[src/rtl/bldc_commutator.sv]
// rtl/bldc_commutator.sv - six-step BLDC commutation controller with dead time, PWM and latched fault
//
// Sequences the six gate-drive outputs from three Hall sensors and a duty word.
// Hall inputs are synchronised, decoded to a commutation pattern, and every
// change of the applied pattern is preceded by an all-off dead-time window.
// The applied pattern is chopped by a free-running PWM whose duty only changes
// at a period boundary.
//
// Optional feature macro: BLDC_STALL_DETECT_EN (stall timeout -> FAULT).
//
// Ports:
//   iCLK       system clock
//   iRESETn    asynchronous active-low reset
//   iEN        run enable; low forces IDLE and clears a fault
//   iDIR       0 = forward, 1 = reverse
//   iDUTY      requested PWM duty, unsigned
//   iHALL      raw Hall inputs {U,V,W}, asynchronous
//   oPHASES    gate-drive pattern {UH,UL,VH,VL,WH,WL}
//   oFAULT     latched fault flag
//   oSTEP_CNT  signed commutation step count, wraps
module bldc_commutator #(
   parameter int DEAD_CYCLES  = 24,
   parameter int PWM_BITS     = 11,
   parameter int STALL_CYCLES = 2400000
) (
   input  logic                iCLK,
   input  logic                iRESETn,
   input  logic                iEN,
   input  logic                iDIR,
   input  logic [PWM_BITS-1:0] iDUTY,
   input  logic [2:0]          iHALL,
   output logic [5:0]          oPHASES,
   output logic                oFAULT,
   output logic [15:0]         oSTEP_CNT
);

   if (DEAD_CYCLES < 1 || DEAD_CYCLES > 255 || STALL_CYCLES < 1) begin : gBadParam
      $error("bldc_commutator: DEAD_CYCLES must be 1..255 and STALL_CYCLES >= 1");
   end

   localparam logic [PWM_BITS-1:0] PWM_MAX   = '1;
   localparam logic [7:0]          DEAD_LOAD = 8'(DEAD_CYCLES);

   typedef enum logic [1:0] {IDLE, DEAD, RUN, FAULT} tState;

   tState               state, stateNext;
   logic [7:0]          deadCnt, deadCntNext;
   logic [5:0]          appliedPattern, appliedNext;
   logic [5:0]          decPattern;
   logic [2:0]          hallMeta, hallSync, hallHist;
   logic [PWM_BITS-1:0] pwmCnt, dutyLatched;
   logic                syncValid, histValid, validChange, invalidHall, forwardStep;
   logic                pwmGate, stallHit;

   // Forward commutation table, indexed by the (direction-adjusted) Hall code.
   function automatic logic [5:0] decodeHall(input logic [2:0] h);
      case (h)
         3'b101:  decodeHall = 6'b100100;
         3'b100:  decodeHall = 6'b100001;
         3'b110:  decodeHall = 6'b001001;
         3'b010:  decodeHall = 6'b011000;
         3'b011:  decodeHall = 6'b010010;
         3'b001:  decodeHall = 6'b000110;
         default: decodeHall = 6'b000000;
      endcase
   endfunction

   // Next Hall code in forward rotation order.
   function automatic logic [2:0] fwdSucc(input logic [2:0] h);
      case (h)
         3'b101:  fwdSucc = 3'b100;
         3'b100:  fwdSucc = 3'b110;
         3'b110:  fwdSucc = 3'b010;
         3'b010:  fwdSucc = 3'b011;
         3'b011:  fwdSucc = 3'b001;
         3'b001:  fwdSucc = 3'b101;
         default: fwdSucc = 3'b000;
      endcase
   endfunction

   assign syncValid   = (hallSync != 3'b000) && (hallSync != 3'b111);
   assign histValid   = (hallHist != 3'b000) && (hallHist != 3'b111);
   assign validChange = syncValid && histValid && (hallSync != hallHist);
   // Two consecutive invalid samples; a single-cycle glitch is tolerated.
   assign invalidHall = !syncValid && !histValid;
   assign forwardStep = (hallSync == fwdSucc(hallHist));
   assign pwmGate     = pwmCnt > (PWM_MAX - dutyLatched);

   // Hall synchroniser, history, decoded pattern and step counter.
   // The decoded pattern holds its last valid value while the Hall code is
   // invalid, so an invalid code leads to FAULT rather than a dead-time cycle.
   always_ff @(posedge iCLK or negedge iRESETn) begin
      if (!iRESETn) begin
         hallMeta   <= 3'b000;
         hallSync   <= 3'b000;
         hallHist   <= 3'b000;
         decPattern <= 6'b000000;
         oSTEP_CNT  <= 16'd0;
      end else begin
         hallMeta <= iHALL;
         hallSync <= hallMeta;
         hallHist <= hallSync;
         if (syncValid) begin
            decPattern <= decodeHall(iDIR ? ~hallSync : hallSync);
         end
         if (validChange) begin
            oSTEP_CNT <= forwardStep ? oSTEP_CNT + 16'd1 : oSTEP_CNT - 16'd1;
         end
      end
   end

   // Free-running PWM; duty is only sampled on the last count of a period.
   always_ff @(posedge iCLK or negedge iRESETn) begin
      if (!iRESETn) begin
         pwmCnt      <= '0;
         dutyLatched <= '0;
      end else begin
         pwmCnt <= pwmCnt + 1'b1;
         if (pwmCnt == PWM_MAX) begin
            dutyLatched <= iDUTY;
         end
      end
   end

`ifdef BLDC_STALL_DETECT_EN
   localparam logic [21:0] STALL_LIMIT = 22'(STALL_CYCLES - 1);
   logic [21:0] stallCnt;

   always_ff @(posedge iCLK or negedge iRESETn) begin
      if (!iRESETn) begin
         stallCnt <= '0;
      end else if (validChange || state != RUN) begin
         stallCnt <= '0;
      end else if (dutyLatched != '0 && stallCnt != STALL_LIMIT) begin
         stallCnt <= stallCnt + 22'd1;
      end
   end

   assign stallHit = (state == RUN) && (dutyLatched != '0) && !validChange &&
                     (stallCnt == STALL_LIMIT);
`else
   assign stallHit = 1'b0;
`endif

   always_ff @(posedge iCLK or negedge iRESETn) begin
      if (!iRESETn) begin
         state          <= IDLE;
         deadCnt        <= 8'd0;
         appliedPattern <= 6'b000000;
      end else begin
         state          <= stateNext;
         deadCnt        <= deadCntNext;
         appliedPattern <= appliedNext;
      end
   end

   // deadCnt holds the number of all-off cycles still to go; the last one
   // hands over to RUN.
   always_comb begin
      stateNext   = state;
      deadCntNext = deadCnt;
      appliedNext = appliedPattern;
      case (state)
         IDLE: begin
            if (iEN) begin
               stateNext   = DEAD;
               deadCntNext = DEAD_LOAD;
            end
         end
         DEAD: begin
            if (validChange) begin
               deadCntNext = DEAD_LOAD;
            end else if (deadCnt <= 8'd1) begin
               stateNext   = RUN;
               deadCntNext = 8'd0;
               appliedNext = decPattern;
            end else begin
               deadCntNext = deadCnt - 8'd1;
            end
         end
         RUN: begin
            if (invalidHall || stallHit) begin
               stateNext = FAULT;
            end else if (decPattern != appliedPattern) begin
               stateNext   = DEAD;
               deadCntNext = DEAD_LOAD;
            end
         end
         FAULT: begin
            stateNext = FAULT;
         end
         default: begin
            stateNext = IDLE;
         end
      endcase
      if (!iEN) begin
         stateNext   = IDLE;
         deadCntNext = 8'd0;
      end
   end

   always_ff @(posedge iCLK or negedge iRESETn) begin
      if (!iRESETn) begin
         oPHASES <= 6'b000000;
         oFAULT  <= 1'b0;
      end else begin
         oPHASES <= (state == RUN) ? (appliedPattern & {6{pwmGate}}) : 6'b000000;
         oFAULT  <= (state == FAULT);
      end
   end

endmodule
[config.mk]
export PLATFORM = sky130hd
export DESIGN_NAME = bldc_commutator
export DESIGN_NICKNAME = d
export VERILOG_FILES = /design/src/rtl/bldc_commutator.sv
export SDC_FILE = /design/constraint.sdc
export NUM_CORES = 1
export LEC_CHECK = 0
export BUFFER_PORTS_ARGS = -buffer_cell sky130_fd_sc_hd__clkbuf_2
export CELL_PAD_IN_SITES_DETAIL_PLACEMENT = 1
export CELL_PAD_IN_SITES_GLOBAL_PLACEMENT = 2
export CORE_MARGIN = 2
export CORE_UTILIZATION = 42
export DETAILED_ROUTE_END_ITERATION = 8
export PLACE_DENSITY_LB_ADDON = 0.1
export SYNTH_ARGS = -nofsm -noshare
export SYNTH_HDL_FRONTEND = slang
export SYNTH_SLANG_ARGS = --single-unit
[constraint.sdc]
create_clock -name iCLK -period 8.45 [get_ports iCLK]
set_input_delay 0 -clock iCLK [delete_from_list [all_inputs] [get_ports iCLK]]
set_output_delay 0 -clock iCLK [all_outputs]
set_load 0.05 [all_outputs]
Word level (Yosys, flattened, before mapping)
Cells that the tools add are included.
{"block": "word_totals", "register_bits": 76, "latch_bits": 0, "ram_bits": 0, "romBits": 0, "input_bits": 18, "output_inout_bits": 23, "memories": 0}
{"block": "op_classes", "addsub": 5, "n_mul": 0, "div": 0, "n_lt_le_gt_ge": 2, "n_eq_ne": 27, "n_shift": 0, "mux": 17, "n_bitwise": 3, "reduce_logical": 13}
{"operator": "2-to-1 mux 8 bit", "n": 5}
{"operator": "one-hot mux 6 bit (6 select lines)", "n": 1}
{"operator": "one-hot mux 8 bit (3 select lines)", "n": 1}
{"operator": "== test 3 bit, second input constant", "n": 6}
{"operator": "inequality test 3 bit, second input constant", "n": 6}
{"operator": "one-hot mux 3 bit (6 select lines)", "n": 1}
{"operator": "adder 16 x 1 -> 16 bit, second input constant", "n": 1}
{"operator": "2-to-1 mux 16 bit", "n": 1}
{"operator": "subtractor 16 x 1 -> 16 bit, second input constant", "n": 1}
{"operator": "== test 3 x 2 -> 1 bit, second input constant", "n": 4}
{"operator": "adder 11 x 1 -> 11 bit, second input constant", "n": 1}
{"operator": "== test 11 bit, second input constant", "n": 1}
{"operator": "> comparator 11 bit", "n": 1}
{"operator": "subtractor 11 bit, first input constant", "n": 1}
{"operator": "2-to-1 mux 2 bit", "n": 5}
{"operator": "AND reduction 3 bit", "n": 3}
{"operator": "<= comparator 8 x 1 -> 1 bit, second input constant", "n": 1}
{"operator": "one-hot mux 2 bit (4 select lines)", "n": 1}
{"operator": "subtractor 8 x 1 -> 8 bit, second input constant", "n": 1}
{"operator": "AND 6 bit", "n": 1}
{"operator": "== test 3 x 1 -> 1 bit, second input constant", "n": 2}
{"operator": "2-to-1 mux 6 bit", "n": 1}
{"operator": "inequality test 6 bit", "n": 1}
{"operator": "nonzero test 3 bit", "n": 2}
{"operator": "other kinds (12)", "n": 18}

Longest topological paths before layout
{"block": "logic_depth", "depth_word": 7, "mapped_depth": 12, "depth_no_buf": 11}

Worst setup path before layout
No wires, ideal clock.
{"block": "synth_timing", "kind": "flip-flop to flip-flop", "from": "register hallSync[1]", "to": "register oSTEP_CNT[14]", "setup_ps": 139, "arrival_time_ps": 3162, "path_slack_ps": 5150, "stages_incl_launch_ff": 13, "path_buffers": 1, "path_cell_list": "dfrtp_1 clkbuf_1 xor2_1 a31oi_1 o21a_1 inv_1 fa_1 nor2b_1 o31a_1 o211ai_1 a21boi_0 a21oi_1 or4_1"}
{"block": "synth_via", "elab_chain_cells": 4, "word_cells_on_any_way": 8}
{"element": "start: declaration", "line": "50", "source": "logic [2:0] hallMeta, hallSync, hallHist;"}
{"element": "start signal: assignment", "line": "101", "source": "hallSync <= hallMeta;"}
{"element": "inequality test 3 bit / nonzero test 3 bit (equally long branches)", "line": "81", "source": "assign syncValid = (hallSync != 3'b000) && (hallSync != 3'b111);"}
{"element": "logical AND 1 bit", "line": "81"}
{"element": "logical AND 1 bit (2 in a row)", "line": "83", "source": "assign validChange = syncValid && histValid && (hallSync != hallHist);"}
{"element": "end signal: assignment", "line": "107", "source": "oSTEP_CNT <= forwardStep ? oSTEP_CNT + 16'd1 : oSTEP_CNT - 16'd1;"}
{"element": "end: declaration", "line": "34", "source": "output logic [15:0] oSTEP_CNT"}
Parallel ways exist; a longest one is shown, timed or not.
A chain may end at the register's enable or synchronous reset.

Worst setup path after layout
Same ends and word-level chain as after synthesis.

==> summary.txt <==
post-synthesis async set-or-reset flop share = 100%
Synth Net Count = 465
worst-margin pin slew = 0.964 ns
Routed Antenna Nets = 0
via count = 3305
number of synthesized flops with an enable pin = 0
power density over the cells = 302 nW/um^2
sequential power share = 33.1%
skew final = 0.00912 ns
1st-iter DRT viols = 105
ys flop type = dfrtp_1
Comb power frac = 47.3%
Clock Path Buffers = 2
busiest grt layer = met2
Crit path required time = 8.70 ns
gr ovfl total = 0
Clock Tree Root = clkbuf_8
antenna violations before repair = 0
total of max-cap violations = 0
met3 Usage GRT = 3.46%
cts hold-fix bufs = 16
Final nets = 513
average size of a mapped cell = 10.4 sq um
TritonCTS buffer count = 9
Pre-Repair DR Iteration Count = 4
VDD IR max = 0.227 mV
vias in the first global route = 3418
Sum Neg Setup Slack = 0 ns
max_slew headroom = 35.7%
status = finished, final reports clean
Netlist cell types = 60
maximum fanout along the worst path = 23
TritonCTS Sinks = 76
crit path time final = 3.97 ns
IO Pins = 41
Final Wtd Congestion = 0.761
Final HPWL DP = 6.61 mm
full die area = 11100 sq um
TritonCTS clock tree = yes
Port Buffers = 40
M1 GR Usage = 24.8%
crit path launch type = register
worst min path class = in2reg
post-cts sizing count = 0
first-pass GRT wire length = 16.7 mm
Routed WL = 9.46 mm
LEAKAGE = 2.27 nW
CP endpoint kind = register
clock power share = 19.6%
number of antenna diodes = 0
pre-CTS setup slack = 4.52 ns
setup bufs post-CTS = 0
met2 global-route usage = 30.0%
layout cells sized above 1 = 19.4%
Die Span Y = 106 um
GR Util All Layers = 18.7%
die width = 106 um
worst-skew pair later-pin latency = 0.37 ns
starting density of the core = 42.5%
Hold Violations, Final = 0
Layout area overhead = 15.2%
Routed wire per std cell = 15.6 um
Worst-path clk slew = 0.08 ns
cell count after synthesis = 417
synthesized flop and latch total = 76
WHS = 0.0336 ns
maximum clock frequency = 0.252 GHz
Psw = 0.642 mW
DR vias/cell = 5.45
Placeable Area = 10200 sq um
P_int = 0.866 mW
pin count of the biggest net entering global routing = 77
final setup vio count = 0
Residual DRC = 0
H-tree levels = 3
Seq/Total Area, Yosys = 43.9%
Slew Viols, Final = 0
Syn Std Cell Area = 4330 sq um
critical path type = reg2reg
YS warnings = 0
fin crit share = 47.0%
Sw Share = 42.6%
Rows = 37
worst setup margin = 4.48 ns
unrepaired setup endpoints after global routing = no
CP arrival = 4.21 ns
## worst max-delay path: stages (launching register included)
cell      delay (ns)
dfrtp_1         0.77
xor2_1          0.14
a31oi_1         0.21
o21a_1          0.61
inv_1           0.16
fa_1            0.44
nor2b_1         0.16
o31a_1          0.21
o211ai_1        0.15
a21boi_0        0.38
a21oi_1         0.11
or4_1           0.51
## cell type report
class | count | area, sq um
Inverter | 13 | 48.8
Fill cell | 1150 | 5200
Clock buffer | 11 | 151
Sequential cell | 76 | 1900
Timing Repair Buffer | 57 | 370
Multi-Input combinational cell | 308 | 2280
Clock inverter | 5 | 60.1
Tap cell | 136 | 170
## flip-flops by register name, indices dropped and copies added (netlist names)
name,count
oPHASES,6
hallSync,3
decPattern,6
oSTEP_CNT,16
state,2
oFAULT,1
dutyLatched,11
deadCnt,8
pwmCnt,11
hallMeta,3
hallHist,3
appliedPattern,6
## final timing paths
check / start / to / slack [ns] / depth (start not counted)
min in group asynchronous: iRESETn / dutyLatched[0]$_DFFE_PN0N_ / 0.32 / 2
min: iDIR / decPattern[4]$_DFFE_PN0P_ / 0.03 / 2
max in group asynchronous: iRESETn / deadCnt[7]$_DFFE_PN0P_ / 7.50 / 2
max: hallSync[1]$_DFF_PN0_ / oSTEP_CNT[14]$_DFFE_PN0P_ / 4.48 / 11
max reg2reg: hallSync[1]$_DFF_PN0_ / oSTEP_CNT[14]$_DFFE_PN0P_ / 4.48 / 11
min reg2reg: hallMeta[2]$_DFF_PN0_ / hallSync[2]$_DFF_PN0_ / 0.35 / 0
## cells by family after synthesis
family                   synth area share [%]
buffers and inverters                    3.32
adder cells (fa/ha/maj)                  8.84
AO/OA/AOI/OAI                            16.7
flip-flops                               43.9
AND/OR/NAND/NOR                          14.3
XOR/XNOR                                 5.66
multiplexers                             7.25
## per-layer routing
metal	wire [um]	up-vias	share of wire, %
li1	-	1618	-
met1	4610	1640	49
met2	4400	34	47
met3	236	13	2.5
met4	211	0	2.2
met5	0	-	0
## power groups by stage
stage	sequential (mW)	combinational (mW)	clock (mW)
after floorplan	0.624	0.431	0
after global placement	0.503	0.701	0
after detailed placement	0.509	0.707	0
after CTS	0.501	0.718	0.308
after global routing	0.513	0.786	0.323
final	0.500	0.713	0.296
## through the flow
stage	area, sq um	cells	utilization, %	power [mW]
2_1_floorplan	4330	417	-	1.06
3_3_place_gp	4620	574	45.3	1.20
3_5_place_dp	4620	574	45.3	1.22
4_1_cts	4990	606	49.0	1.53
5_1_grt	4990	606	49.0	1.62
6_report	4990	606	49.0	1.51
## synth_stat cells (4+ instances only)
cell type / n / area [sq um]
o21ai_0: 17 / 85.1
clkbuf_1: 12 / 45.0
o21bai_1: 4 / 30.0
nand2b_1: 5 / 31.3
dfrtp_1: 76 / 1900
o31ai_1: 6 / 45.0
a21oi_1: 23 / 115
a31oi_1: 5 / 31.3
nor3_1: 6 / 30.0
nor2b_1: 6 / 37.5
ha_1: 29 / 363
a21o_1: 9 / 67.6
xnor2_1: 12 / 105
nor3b_1: 4 / 30.0
nand2_1: 26 / 97.6
o21a_1: 8 / 60.1
nand3_1: 12 / 60.1
inv_1: 13 / 48.8
nand4_1: 6 / 37.5
nor2_1: 31 / 116
or3_1: 5 / 31.3
xor2_1: 16 / 140
buf_2: 4 / 20.0
a221oi_1: 5 / 43.8
mux2_2: 27 / 304
## cells in the final DEF (no fill, tap or decap), drive strengths merged, types with 16 or more instances in the layout
cell	n
a21oi	23
clkbuf	50
dfrtp	76
dlygate4sd3	16
ha	29
mux2	27
nand2	26
nor2	31
o21ai	17
xor2	16
(Power assumes the default switching activity.)
